$ cat src/rtl/clint_timer_if.sv
// rtl/clint_timer_if.sv - LSU request/response port of the CLINT timer
interface clint_timer_if;
    logic        req_valid_i;
    logic        req_ready_o;
    logic        req_wen_i;
    logic [63:0] req_addr_i;
    logic [63:0] req_wdata_i;
    logic [7:0]  req_wstrb_i;
    logic        rsp_valid_o;
    logic        rsp_ready_i;
    logic [63:0] rsp_rdata_o;
    logic        rsp_err_o;

    modport master (
        output req_valid_i, req_wen_i, req_addr_i, req_wdata_i, req_wstrb_i, rsp_ready_i,
        input  req_ready_o, rsp_valid_o, rsp_rdata_o, rsp_err_o
    );

    modport slave (
        input  req_valid_i, req_wen_i, req_addr_i, req_wdata_i, req_wstrb_i, rsp_ready_i,
        output req_ready_o, rsp_valid_o, rsp_rdata_o, rsp_err_o
    );
endinterface

$ cat src/rtl/clint_timer.sv
// rtl/clint_timer.sv - CLINT machine timer and software-interrupt source
// Holds mtime/mtimecmp/msip behind a one-outstanding request/response port.
module clint_timer #(
    parameter logic [63:0] BASE_ADDR = 64'h0000_0000_0200_0000,
    parameter int unsigned TICK_DIV  = 1
) (
    input  logic         clk,
    input  logic         rst,
    clint_timer_if.slave bus,
    output logic         mtip_o,
    output logic         msip_o,
    output logic [63:0]  mtime_o
);
    localparam int unsigned   PW        = (TICK_DIV > 1) ? $clog2(TICK_DIV) : 1;
    localparam logic [PW-1:0] PRE_MAX   = PW'(TICK_DIV - 1);
    localparam logic [63:0]   OFF_MSIP  = 64'h0000_0000_0000_0000;
    localparam logic [63:0]   OFF_CMP   = 64'h0000_0000_0000_4000;
    localparam logic [63:0]   OFF_MTIME = 64'h0000_0000_0000_BFF8;

    typedef enum logic {
        ST_IDLE = 1'b0,
        ST_RESP = 1'b1
    } state_t;

    state_t        r_state;
    state_t        w_state_nxt;
    logic          w_req_ready;
    logic          w_rsp_valid;
    logic          w_accept;

    logic [63:0]   w_offset;
    logic          w_aligned;
    logic          w_sel_msip;
    logic          w_sel_cmp;
    logic          w_sel_mtime;
    logic          w_err;
    logic          w_wr_msip;
    logic          w_wr_cmp;
    logic          w_wr_mtime;
    logic [63:0]   w_rd_mux;
    logic          w_tick;

    logic [63:0]   r_mtime;
    logic [63:0]   r_mtimecmp;
    logic          r_msip;
    logic          r_mtip;
    logic [PW-1:0] r_pre;
    logic [63:0]   r_rsp_rdata;
    logic          r_rsp_err;

    function automatic logic [63:0] f_merge(input logic [63:0] old_v,
                                            input logic [63:0] wdata,
                                            input logic [7:0]  strb);
        logic [63:0] res;
        res = old_v;
        for (int k = 0; k < 8; k++) begin
            if (strb[k]) begin
                res[8*k +: 8] = wdata[8*k +: 8];
            end
        end
        return res;
    endfunction

    always_ff @(posedge clk or negedge rst) begin
        if (!rst) begin
            r_state <= ST_IDLE;
        end else begin
            r_state <= w_state_nxt;
        end
    end

    always_comb begin
        w_state_nxt = r_state;
        w_req_ready = 1'b0;
        w_rsp_valid = 1'b0;
        case (r_state)
            ST_IDLE: begin
                w_req_ready = 1'b1;
                if (bus.req_valid_i) begin
                    w_state_nxt = ST_RESP;
                end
            end
            ST_RESP: begin
                w_rsp_valid = 1'b1;
                if (bus.rsp_ready_i) begin
                    w_state_nxt = ST_IDLE;
                end
            end
            default: w_state_nxt = ST_IDLE;
        endcase
    end

    assign bus.req_ready_o = w_req_ready;
    assign bus.rsp_valid_o = w_rsp_valid;
    assign bus.rsp_rdata_o = r_rsp_rdata;
    assign bus.rsp_err_o   = r_rsp_err;
    assign w_accept        = w_req_ready & bus.req_valid_i;

    // Decode on the full 64-bit offset so aliases outside the window fault.
    assign w_offset    = bus.req_addr_i - BASE_ADDR;
    assign w_aligned   = (bus.req_addr_i[2:0] == 3'b000);
    assign w_sel_msip  = w_aligned && (w_offset == OFF_MSIP);
    assign w_sel_cmp   = w_aligned && (w_offset == OFF_CMP);
    assign w_sel_mtime = w_aligned && (w_offset == OFF_MTIME);
    assign w_err       = !(w_sel_msip || w_sel_cmp || w_sel_mtime);

    assign w_wr_msip  = w_accept && bus.req_wen_i && w_sel_msip;
    assign w_wr_cmp   = w_accept && bus.req_wen_i && w_sel_cmp;
    assign w_wr_mtime = w_accept && bus.req_wen_i && w_sel_mtime;

    always_comb begin
        w_rd_mux = '0;
        if (w_sel_msip) begin
            w_rd_mux = {63'b0, r_msip};
        end else if (w_sel_cmp) begin
            w_rd_mux = r_mtimecmp;
        end else if (w_sel_mtime) begin
            w_rd_mux = r_mtime;
        end
    end

    assign w_tick = (r_pre == PRE_MAX);

    // A software write to mtime overrides the tick and restarts the prescaler.
    always_ff @(posedge clk or negedge rst) begin
        if (!rst) begin
            r_pre   <= '0;
            r_mtime <= '0;
        end else if (w_wr_mtime) begin
            r_pre   <= '0;
            r_mtime <= f_merge(r_mtime, bus.req_wdata_i, bus.req_wstrb_i);
        end else if (w_tick) begin
            r_pre   <= '0;
            r_mtime <= r_mtime + 64'd1;
        end else begin
            r_pre   <= r_pre + PW'(1);
        end
    end

    always_ff @(posedge clk or negedge rst) begin
        if (!rst) begin
            r_mtimecmp <= '1;
            r_msip     <= 1'b0;
            r_mtip     <= 1'b0;
        end else begin
            if (w_wr_cmp) begin
                r_mtimecmp <= f_merge(r_mtimecmp, bus.req_wdata_i, bus.req_wstrb_i);
            end
            if (w_wr_msip && bus.req_wstrb_i[0]) begin
                r_msip <= bus.req_wdata_i[0];
            end
            r_mtip <= (r_mtime >= r_mtimecmp);
        end
    end

    always_ff @(posedge clk or negedge rst) begin
        if (!rst) begin
            r_rsp_rdata <= '0;
            r_rsp_err   <= 1'b0;
        end else if (w_accept) begin
            r_rsp_err   <= w_err;
            r_rsp_rdata <= bus.req_wen_i ? 64'd0 : w_rd_mux;
        end
    end

    assign mtip_o  = r_mtip;
    assign msip_o  = r_msip;
    assign mtime_o = r_mtime;
endmodule

$ cat src/flat_wrapper.sv
// flat-port wrapper written by rule: the top's interface ports become plain ports
module clint_timer_flat 
#(
    parameter logic [63:0] BASE_ADDR = 64'h0000_0000_0200_0000,
    parameter int unsigned TICK_DIV  = 1
)
  (clk, rst, mtip_o, msip_o, mtime_o, bus_req_valid_i, bus_req_wen_i, bus_req_addr_i, bus_req_wdata_i, bus_req_wstrb_i, bus_rsp_ready_i, bus_req_ready_o, bus_rsp_valid_o, bus_rsp_rdata_o, bus_rsp_err_o);
  clint_timer_if bus_i ();
  input  logic clk;
  input  logic rst;
  output logic mtip_o;
  output logic msip_o;
  output logic [63:0] mtime_o;
  input wire logic [$bits(bus_i.req_valid_i)-1:0] bus_req_valid_i;
  input wire logic [$bits(bus_i.req_wen_i)-1:0] bus_req_wen_i;
  input wire logic [$bits(bus_i.req_addr_i)-1:0] bus_req_addr_i;
  input wire logic [$bits(bus_i.req_wdata_i)-1:0] bus_req_wdata_i;
  input wire logic [$bits(bus_i.req_wstrb_i)-1:0] bus_req_wstrb_i;
  input wire logic [$bits(bus_i.rsp_ready_i)-1:0] bus_rsp_ready_i;
  output wire logic [$bits(bus_i.req_ready_o)-1:0] bus_req_ready_o;
  output wire logic [$bits(bus_i.rsp_valid_o)-1:0] bus_rsp_valid_o;
  output wire logic [$bits(bus_i.rsp_rdata_o)-1:0] bus_rsp_rdata_o;
  output wire logic [$bits(bus_i.rsp_err_o)-1:0] bus_rsp_err_o;
  assign bus_i.req_valid_i = bus_req_valid_i;
  assign bus_i.req_wen_i = bus_req_wen_i;
  assign bus_i.req_addr_i = bus_req_addr_i;
  assign bus_i.req_wdata_i = bus_req_wdata_i;
  assign bus_i.req_wstrb_i = bus_req_wstrb_i;
  assign bus_i.rsp_ready_i = bus_rsp_ready_i;
  assign bus_req_ready_o = bus_i.req_ready_o;
  assign bus_rsp_valid_o = bus_i.rsp_valid_o;
  assign bus_rsp_rdata_o = bus_i.rsp_rdata_o;
  assign bus_rsp_err_o = bus_i.rsp_err_o;
  clint_timer #(.BASE_ADDR(BASE_ADDR), .TICK_DIV(TICK_DIV)) u_core (.clk(clk), .rst(rst), .bus(bus_i), .mtip_o(mtip_o), .msip_o(msip_o), .mtime_o(mtime_o));
endmodule
$ cat config.mk
export PLATFORM = sky130hd
export DESIGN_NAME = clint_timer_flat
export DESIGN_NICKNAME = d
export VERILOG_FILES = /design/src/rtl/clint_timer_if.sv /design/src/rtl/clint_timer.sv /design/src/flat_wrapper.sv
export SDC_FILE = /design/constraint.sdc
export NUM_CORES = 1
export LEC_CHECK = 0
export BUFFER_PORTS_ARGS = -buffer_cell sky130_fd_sc_hd__clkbuf_2
export CORE_ASPECT_RATIO = 1.25
export CORE_MARGIN = 4
export CORE_UTILIZATION = 35
export CTS_CLUSTER_DIAMETER = 60
export DETAILED_ROUTE_END_ITERATION = 16
export SYNTH_ARGS = -nofsm -noshare
export SYNTH_HDL_FRONTEND = slang
export SYNTH_SLANG_ARGS = --single-unit
export TNS_END_PERCENT = 50
$ cat constraint.sdc
create_clock -name clk -period 2.8 [get_ports clk]
set_input_delay 0.14 -clock clk [delete_from_list [all_inputs] [get_ports clk]]
set_output_delay 0.14 -clock clk [all_outputs]
set_load 0.01 [all_outputs]
; Word-level counts from Yosys, hierarchy flattened
; Index checks and enable logic that the tools add are counted.
[op_classes]
addsub = 3
order_cmp = 1
eq_ne = 11
n_mux = 21
bitwise = 2
n_reduce_logical = 29
[op_table]
columns = operator, count
row1 = two-way mux 64 bit, 6
row2 = "adder 64 x 1 -> 64 bit, second input constant", 1
row3 = "equality test 64 x 15 -> 1 bit, second input constant", 1
row4 = "equality test 64 x 16 -> 1 bit, second input constant", 1
row5 = >= comparator 64 bit, 1
row6 = logical NOT 64 bit, 1
row7 = two-way mux 8 bit, 8
row8 = "subtractor 64 x 26 -> 64 bit, second input constant", 1
row9 = AND reduction 2 bit, 16
row10 = "inequality test 2 bit, second input constant", 8
row11 = logical AND 1 bit, 8
row12 = two-way mux 1 bit, 6
row13 = logical NOT 3 bit, 1
row14 = logical OR 1 bit, 2
row15 = "inequality test 2 x 1 -> 1 bit, second input constant", 1
row16 = case mux 1 bit (2 select lines), 1
row17 = "adder 1 bit, second input constant", 1
row18 = AND 1 bit, 1
row19 = logical NOT 1 bit, 1
row20 = NOT 1 bit, 1
[totals]
register_bits = 197
inputBits = 141
out_inout_bits = 133
elab_cells = 89

; Logic depth before layout (Yosys ltp)
; Gate-level depths: netlist of run 1.
[logic_depth]
word_depth = 7
mapped_depth = 13
mapped_depth_nobuf = 10

; Worst setup path before layout of run 1
; Ideal clock, no wire load.
[synth_timing]
kind = input-to-reg
start = input bus_req_addr_i[29]
end = register u_core.r_mtimecmp[16]
setup_time_ps = 82
arrival_ps = 2693
required_time_ps = 2718
slack_ps = 25
cell_stages = 10
n_path_buf = 2
cell_sequence = or4_1 > a211o_1 > a2111oi_0 > o2111a_1 > o2111a_2 > and3_1 > buf_4 > buf_6 > nand3_4 > mux2_4
[synth_between]
elab_chain_len = 5
[synth_lines]
columns = item, line
row1 = from (decl), flat_wrapper.sv:16  ; input wire logic [$bits(bus_i.req_addr_i)-1:0] bus_req_addr_i;
row2 = subtractor 64 x 26 -> 64 bit, clint_timer.sv:100  ; assign w_offset = bus.req_addr_i - BASE_ADDR;
row3 = equality test 64 x 15 -> 1 bit, clint_timer.sv:103  ; assign w_sel_cmp = w_aligned && (w_offset == OFF_CMP);
row4 = logical AND 1 bit, clint_timer.sv:103
row5 = logical AND 1 bit, clint_timer.sv:108  ; assign w_wr_cmp = w_accept && bus.req_wen_i && w_sel_cmp;
row6 = AND reduction 2 bit (no source line), n/a
row7 = to (signal assigned), clint_timer.sv:147  ; r_mtimecmp <= f_merge(r_mtimecmp, bus.req_wdata_i, bus.req_wstrb_i);
row8 = to (decl), clint_timer.sv:44  ; logic [63:0] r_mtimecmp;
; No other way between the ends.
; A chain may end at the register's enable or synchronous reset.

; Worst setup path after layout of run 1
[layout_timing]
start = register u_core.r_mtimecmp[6]
end = register u_core.r_mtip (netlist: u_core.mtip_o)
[layout_between]
elab_chain_len = 1
[layout_lines]
columns = item, line
row1 = >= comparator 64 bit, clint_timer.sv:152  ; r_mtip <= (r_mtime >= r_mtimecmp);
row2 = to (signal assigned), clint_timer.sv:152
row3 = to (decl), clint_timer.sv:46  ; logic r_mtip;
; No other way between the ends.

==> results.cfg, run 1 <==
[run_status]
status = complete, no violations

[synthesis]
yosys.area.top_type_share = 0.273
netlist_top_cells_area = dfrtp_1 (27%), dfstp_2 (14%), ha_1 (6.8%)
yosysMostFrequentCell = dfrtp_1
netlist_instances = 1297
synth-seq-area-share = 0.412
syn_area_sq_mm = 0.0121
yosys_register_bits = 196
synth.avg_cell_area_sq_um = 9.34
synth-async-reset-ratio = 1.00
ys.flop_type = dfrtp_1
yosysTopAreaCell = dfrtp_1
syn_nets = 1504
yosysWarnings = 0
ys_types = 75
synth_edf_count = 0
synth_common_cells = dfrtp_1 (132), nand2_1 (127), o21ai_0 (122)

[critical_path]
critPathCaptureType = register
start_kind = register
rrSetupSlack_ns = 0.11
rr_worst_depth = 12
crit_fanout = 2
cp_data_arrival_time_ns = 3.01
reg2reg_from = u_core.r_mtimecmp[6]
r2r-end = u_core.mtip_o
critical_path_class = reg2reg
cp_data_required_time_ns = 3.11

[sta]
whs_ns = 0.0747
finalHoldViolCount = 0
finalCriticalPeriod_ns = 2.69
setup_violations = 0
period_share = 0.961
fmax_mhz = 371
slew_viol_final = 0
rsz0062_at_grt = false
finalSetupTns_ns = 0
slew_headroom = 0.513
worstMarginPinSlew_ns = 0.724
skew_ns = 0.00876

[clock_tree]
clock_latency_ns = 0.46
htreeDepth = 4
cts.sinks = 196
tritoncts.num_buffers = 17
cts_tree = yes
cts-root-buf = clkbuf_16
cts_buffer_depth = 2
clk_pin_slew_worst_paths_ns = 0.07

[drt]
vias_per_cell = 5.45
drtAntennaViolNets = 0
num_vias = 12300
drc_errors = 0
dr.pass1.iters = 5
dr.first_iter.drc_count = 678
wl_per_cell_microns = 19.0
wirelength_microns = 42700

[min_path]
hold_end = u_core.bus.rsp_rdata_o[0]
min-delay-start = bus_req_wen_i
holdCritPathClass = in2reg
hold_depth = 3

[global_route]
overflow = 0
grt_pass1_vias = 12500
antenna_found_initial = 3
grt_pass1_wl_microns = 67600
grt_max_degree = 71
grt.total_usage = 0.223

[final_layout]
area_delta_synth_final_pct = 37.8
drive_gt1_frac = 0.365
fin_nets = 1978
fin_cells = 2249
fin_util = 0.493

[floorplan]
floorplan.core_area_sq_mm = 0.0339
io_pins = 274
initial_core_util = 0.357
row_count = 75
die_y_microns = 216
dieArea_sq_mm = 0.0377
die_w_microns = 174

[placement]
place_congestion = 0.879
io_buffers = 273
detailed_place_hpwl_microns = 32700
dp.cells = 2145

[power]
peakVddDrop_mv = 0.455
cellPowerDensity_mw_per_mm2 = 351
power_mw = 5.86
p_leak_nw = 7.75

[job]
cap_violations = 0
[power by group]
part,switching (mW),internal (mW),leakage (nW)
clock,1.16,1.35,0.276
sequential,0.00225,2.84,2.46
combinational,0.287,0.217,5.02
total,1.45,4.40,7.75
[layout by cell type (no fill, tap or decap), types with 29 or more instances in the layout]
master	n
a22oi_1	77
ha_1	61
a21oi_1	55
o21ai_0	121
dfrtp_1	132
nand2_1	125
a32oi_1	37
nand4_1	29
buf_4	158
clkbuf_2	272
dfstp_2	64
mux2_2	59
and3_1	33
nor2_1	52
inv_1	112
dlygate4sd3_1	68
nor3_1	31
[cell families (layout without fill, tap and decap cells)]
group | after synthesis | in the layout | synth area share
and+or+nand+nor | 397 | 397 | 0.176
AOI/OAI and AO/OA | 394 | 394 | 0.217
DFF | 196 | 196 | 0.412
buffers and inverters | 170 | 657 | 0.0567
muxes | 72 | 72 | 0.0689
adders and majority gates | 66 | 66 | 0.0682
xor gates and xnor gates | 2 | 2 | 0.00145
other | 0 | 3 | 0
[flip-flops by register name, summed over array words and instances, names as in the netlist]
name                    cells
u_core.bus.rsp_rdata_o     64
u_core.mtime_o             64
u_core.r_mtimecmp          64
u_core.bus.rsp_err_o        1
u_core.msip_o               1
u_core.mtip_o               1
u_core.r_state              1
[metal layers]
layer,GRT usage,routed length [microns]
met5,0,0
met3,0.0418,2400
met1,0.266,17100
met4,0.0853,1280
met2,0.398,21900
[worst max path at each step]
stage | end | slack (ns) | from | cells past startpoint
2_1_floorplan | u_core.r_mtimecmp[16] | 0.02 | bus_req_addr_i[29] | 10
3_3_place_gp | u_core.mtip_o | -0.37 | u_core.r_mtimecmp[0] | 11
3_5_place_dp | u_core.mtip_o | -0.38 | u_core.r_mtimecmp[0] | 11
4_1_cts | u_core.mtip_o | -0.003 | u_core.r_mtimecmp[0] | 11
5_1_grt | u_core.mtip_o | 0.02 | u_core.r_mtimecmp[6] | 12
6_report | u_core.mtip_o | 0.11 | u_core.r_mtimecmp[6] | 12
[area by class of cell]
cell class,instances,area (sq um)
Sequential cell,196,4980
Inverter,112,420
Multi-Input combinational cell,931,6590
Timing Repair Buffer,513,3520
Fill cell,3201,17200
Antenna cell,3,7.51
Clock buffer,22,454
Clock inverter,10,124
Tap cell,462,578
[through the flow]
step / cell area (sq um) / worst slack [ns]
after floorplan: 12100 / 0.0246
after global placement: 15300 / -0.367
after CTS: 16700 / -0.00265
after global routing: 16700 / 0.0238
final: 16700 / 0.108
after detailed placement: 15300 / -0.378
[what timing repair did]
action	CTS	global route
pin swaps	8	1
hold buffers	68	0
endpoints found under the hold margin	158	0
gates resized for setup	17	2
endpoints found under the setup margin	1	8
buffers inserted	1	0
[worst max-delay path: stages (launching register included)]
cell and delay (ns):
dfstp_2 0.53, inv_1 0.04, ha_1 0.28, a21o_1 0.21, a21oi_2 0.17, o211ai_1 0.12, a311oi_1 0.23, buf_4 0.17
nor3_4 0.05, o41ai_4 0.28, buf_4 0.19, a21o_1 0.19, a21oi_2 0.09
Power figures use the tool's default switching activity.
==> inputs of run 2 (changes only) <==
Settings changed: CORE_MARGIN 4 to not set.
==> run 2 against run 1 <==
  * Sequential cell count stayed put
  * Power fell by 2.3%
  * Final area is 0.53% lower
  * Worst setup slack better by 0.020 ns
  * Largest cell class unchanged
==> results.cfg, run 2 (synthesis gave the netlist of run 1 again) <==
[power]
peakVddDrop_mv = 0.431
cellPowerDensity_mw_per_mm2 = 345
p_leak_nw = 7.73

[placement]
io_buffers = 273
place_congestion = 0.879
pre_cts_ws_ns = -0.443
detailed_place_hpwl_microns = 31500

[drt]
dr.pass1.iters = 5
drtAntennaViolNets = 0
vias_per_cell = 5.53
num_vias = 12200
drc_errors = 0
dr.first_iter.drc_count = 671
wl_per_cell_microns = 19.1
wirelength_microns = 42100

[clock_tree]
cts_buffer_depth = 2
tritoncts.num_buffers = 17
cts.sinks = 196
htreeDepth = 4
cts_tree = yes
cts-root-buf = clkbuf_16
clk_pin_slew_worst_paths_ns = 0.08
clock_latency_ns = 0.46

[floorplan]
initial_core_util = 0.358
die_w_microns = 168
floorplan.core_area_sq_mm = 0.0338
dieArea_sq_mm = 0.0353
row_count = 75
io_pins = 274
die_y_microns = 210

[sta]
layout_setup_ws_ns = 0.128
finalHoldViolCount = 0
finalSetupTns_ns = 0
slew_viol_final = 0
period_share = 0.954
slew_headroom = 0.544
setup_violations = 0
skew_ns = 0.0134
finalCriticalPeriod_ns = 2.67
rsz0062_at_grt = false
fmax_mhz = 374
worstMarginPinSlew_ns = 0.679

[critical_path]
cp_data_required_time_ns = 3.13
startpoint = u_core.r_mtimecmp[0]
critPathCaptureType = register
cp_data_arrival_time_ns = 3.00
crit_fanout = 2
rr_worst_depth = 10
critical_path_class = reg2reg
reg2reg_from = u_core.r_mtimecmp[0]
start_kind = register
rrSetupSlack_ns = 0.13
r2r-end = u_core.mtip_o

[run_status]
status = complete, no violations

[final_layout]
layout_commonest_cell = clkbuf_2
fillers = 3257
fin_util = 0.491
fin_nets = 1975
diodes = 0
layout_common_cells = clkbuf_2 (272), buf_4 (155), dfrtp_1 (132)
area_delta_synth_final_pct = 37.1
drive_gt1_frac = 0.367

[min_path]
holdCritPathClass = in2reg
min-delay-start = bus_req_wen_i
hold_end = u_core.bus.rsp_rdata_o[0]
hold_depth = 3

[job]
cap_violations = 0

[global_route]
grt.total_usage = 0.243
overflow = 0
antenna_found_initial = 0
grt_max_degree = 72
grt_pass1_wl_microns = 66800
grt_pass1_vias = 12400
## run 2: cell types whose count changed in the layout (fill, tap and decap cells not counted), sizes merged
| cell | previous run | this run |
|---|---|---|
| clkinv | 3 | 7 |
| diode | 3 | 0 |
| buf | 172 | 170 |
| bufinv | 2 | 0 |
| inv | 115 | 113 |
| dlygate4sd3 | 68 | 67 |
## run 2: final cells by class
| class | instances | area (sq um) | share of cell area |
|---|---|---|---|
| Multi-Input combinational cell | 931 | 6600 | 0.398 |
| Inverter | 112 | 420 | 0.0253 |
| Timing Repair Buffer | 510 | 3510 | 0.211 |
| Clock inverter | 10 | 77.6 | 0.00467 |
| Tap cell | 423 | 529 | 0.0319 |
| Sequential cell | 196 | 4980 | 0.300 |
| Clock buffer | 22 | 475 | 0.0286 |
## run 2: worst max path at each step
stage	endpoint	slack (ns)	depth (start not counted)
2_1_floorplan	u_core.r_mtimecmp[16]	0.02	10
6_report	u_core.mtip_o	0.13	10
3_5_place_dp	u_core.mtip_o	-0.44	11
5_1_grt	u_core.mtip_o	0.03	11
4_1_cts	u_core.mtip_o	-0.02	10
3_3_place_gp	u_core.mtip_o	-0.39	11
## run 2: metal layers
| metal | GRT usage | wire [microns] |
|---|---|---|
| met3 | 0.0441 | 2280 |
| met4 | 0.103 | 1410 |
| met1 | 0.287 | 17100 |
| met5 | 0 | 0 |
| met2 | 0.429 | 21300 |
## run 2: report_power, final
part           internal (mW)  leakage [nW]  switching, mW
Combinational          0.216          5.01          0.282
Sequential              2.84          2.46        0.00200
Clock                   1.22         0.266           1.17
Total                   4.27          7.73           1.45
## run 2: timing repair
item | CTS | global route
buffers inserted | 1 | 2
endpoints found under the hold margin | 163 | 0
pin swaps | 9 | 3
hold buffers | 67 | 0
cloned | 0 | 0
setup endpoints to repair | 1 | 6
resized for setup | 16 | 5
## run 2: metrics by stage
stage	cells	power [mW]	hold slack [ns]	instance area (sq um)
2_1_floorplan	1297	2.99	-0.156	12100
3_5_place_dp	2103	3.32	0.213	15200
6_report	2204	5.72	0.0329	16600
5_1_grt	2204	5.93	0.0527	16600
4_1_cts	2202	5.79	0.0202	16600
3_3_place_gp	2103	3.31	0.205	15200
## run 2: critical path, cell delays in order (launching register included)
cell and delay (ns):
dfstp_2 0.55, ha_4 0.19, nand2b_4 0.14, a2111oi_4 0.30, o211ai_1 0.16, a311oi_2 0.34, nor3_2 0.13, o41ai_4 0.28
buf_4 0.18, a21o_1 0.17, a21oi_2 0.08
==> inputs of run 3 (changes only) <==
Settings changed: CORE_UTILIZATION 35 to 25.
==> run 3 against run 2 <==
  * The flow now finishes with violations (negative setup slack)
  * Maximum frequency decreased by 4.6%
  * Clock-buffer cell count decreased by 5
  * Worst setup slack got worse by 0.13 ns
  * Combinational power up 0.8%
  * Critical path depth up 1
  * Final cell count rose by 9.8%
  * Utilization fell by 14 points
  * Sequential share of layout area shrank 0.44 points
  * Global-route usage shrank 5.7 points
  * Highest routed layer is now met5
==> results.cfg, run 3 (synthesis gave the netlist of run 1 again) <==
[run_status]
status = complete, but fails checks
violations = negative setup slack

[critical_path]
path_buf_inv = 3
crit_chain = inv_1 -> ha_1 -> a21o_1 -> a211o_1 -> a311oi_1 -> buf_4 -> nor3_2 -> o41ai_2 -> buf_4 -> a21o_1 -> a21oi_1
rr_worst_depth = 11
crit_fanout = 3
max_stage_delay_ns = 0.55
r2r-end = u_core.mtip_o
reg2reg_from = u_core.r_mtimecmp[10]
cp_top_family = compound AO/OA/AOI/OAI gates
critical_path_class = reg2reg
start_kind = register
cp_data_arrival_time_ns = 3.13
cp_data_required_time_ns = 3.13
rrSetupSlack_ns = -0.0007
critPathCaptureType = register
critical-path-slowest-cell = dfstp_2

[drt]
wirelength_microns = 45600
vias_per_cell = 5.07
dr.first_iter.drc_count = 797
wl_per_cell_microns = 18.8
num_vias = 12300
dr.pass1.iters = 5
drc_errors = 0
drtAntennaViolNets = 0

[final_layout]
layout_common_cells = clkbuf_2 (272), buf_4 (160), dfrtp_1 (132)
final_area_sq_mm = 0.0168
layout_commonest_cell = clkbuf_2
regArea_sq_mm = 0.00498
drive_gt1_frac = 0.370
multi_input_area_sq_mm = 0.00658
fillers = 4919
fin_nets = 1977
fin_util = 0.354
area_delta_synth_final_pct = 39.1

[power]
peakVddDrop_mv = 0.331
p_leak_nw = 7.76
cellPowerDensity_mw_per_mm2 = 345

[floorplan]
row_count = 89
dieArea_sq_mm = 0.0493
die_w_microns = 199
io_pins = 274
initial_core_util = 0.255
die_y_microns = 248
floorplan.core_area_sq_mm = 0.0475

[global_route]
overflow = 0
use_met2 = 0.334
grt_pass1_vias = 12600
met3_usage = 0.0366
grt.met1_usage = 0.219
grt.total_usage = 0.186
grt_busiest_layer = met2
grt_max_degree = 69
antenna_found_initial = 4
grt_pass1_wl_microns = 70500

[sta]
slew_headroom = 0.541
worstMarginPinSlew_ns = 0.683
layout_setup_ws_ns = -0.000696
setup_violations = 1
slew_viol_final = 0
rsz0062_at_grt = true
finalHoldViolCount = 0
fmax_mhz = 357
whs_ns = 0.0344
period_share = 1.00
finalCriticalPeriod_ns = 2.80
skew_ns = 0.0218

[clock_tree]
cts_buffer_depth = 2
clk_pin_slew_worst_paths_ns = 0.08
cts.sinks = 196
clock_latency_ns = 0.47
htreeDepth = 4
cts-root-buf = clkbuf_16
cts_tree = yes
tritoncts.num_buffers = 17

[min_path]
min-delay-start = bus_req_wen_i
hold_depth = 3
hold_end = u_core.bus.rsp_rdata_o[0]
holdCritPathClass = in2reg

[placement]
detailed_place_hpwl_microns = 34800
place_congestion = 0.861
placed_area_sq_mm = 0.0155
io_buffers = 273

[job]
cap_violations = 0
## run 3: changes by cell type in the layout (fill, tap and decap cells not counted), sizes merged
cell      before  now
inv          113  119
clkbuf       295  290
buf          170  172
clkinvlp       2    0
clkinv         7    8
diode          0    1
## run 3: worst max path at each step
stage / startpoint / end / slack (ns) / depth (start not counted)
6_report: u_core.r_mtimecmp[10] / u_core.mtip_o / -0.0007 / 11
3_3_place_gp: bus_req_addr_i[29] / u_core.mtime_o[24] / -0.27 / 10
5_1_grt: u_core.r_mtimecmp[0] / u_core.mtip_o / -0.14 / 11
2_1_floorplan: bus_req_addr_i[29] / u_core.r_mtimecmp[16] / 0.02 / 10
4_1_cts: u_core.r_mtimecmp[0] / u_core.mtip_o / 0.03 / 11
3_5_place_dp: bus_req_addr_i[29] / u_core.r_mtimecmp[48] / -0.35 / 10
## run 3: final cells by class
| cell class | instances | share of cell area |
|---|---|---|
| Antenna cell | 1 | 0.000149 |
| Clock inverter | 15 | 0.00862 |
| Sequential cell | 196 | 0.296 |
| Multi-Input combinational cell | 931 | 0.391 |
| Inverter | 112 | 0.0250 |
| Clock buffer | 17 | 0.0253 |
| Tap cell | 637 | 0.0473 |
| Timing Repair Buffer | 512 | 0.207 |
## run 3: per-layer routing
layer	share of wire	vias to the layer above	wire [microns]
met2	0.51	452	23300
met1	0.40	5954	18300
li1	-	5792	-
met5	0.00079	-	36
met4	0.025	6	1150
met3	0.061	67	2770
## run 3: stage by stage
step	power (mW)	worst slack (ns)	std cells	setup TNS, ns
2_1_floorplan	2.99	0.0246	1297	0
3_3_place_gp	3.31	-0.267	2320	-34.84
3_5_place_dp	3.32	-0.346	2320	-46.85
4_1_cts	5.92	0.0254	2419	0
5_1_grt	6.04	-0.142	2421	-0.183
6_report	5.81	-0.000696	2421	-0.000696
## run 3: worst min-delay path, delay by kind of cell
family / cells / cell delay [ns]
and+or+nand+nor: 1 / 0.13
AOI/OAI and AO/OA: 1 / 0.10
buffers and inverters: 1 / 0.09
## run 3: where the power goes
| part | internal, mW | switching, mW | total (mW) |
|---|---|---|---|
| logic | 0.213 | 0.288 | 0.502 |
| registers | 2.84 | 0.00215 | 2.84 |
| clock network | 1.18 | 1.29 | 2.47 |
| total | 4.23 | 1.58 | 5.81 |
## run 3: repair_timing
action / in CTS / in global routing
resized for setup: 4 / 18
setup endpoints to repair: 1 / 7
buffers inserted: 0 / 1
endpoints found under the hold margin: 163 / 0
pin swaps: 0 / 9
hold buffers: 67 / 0
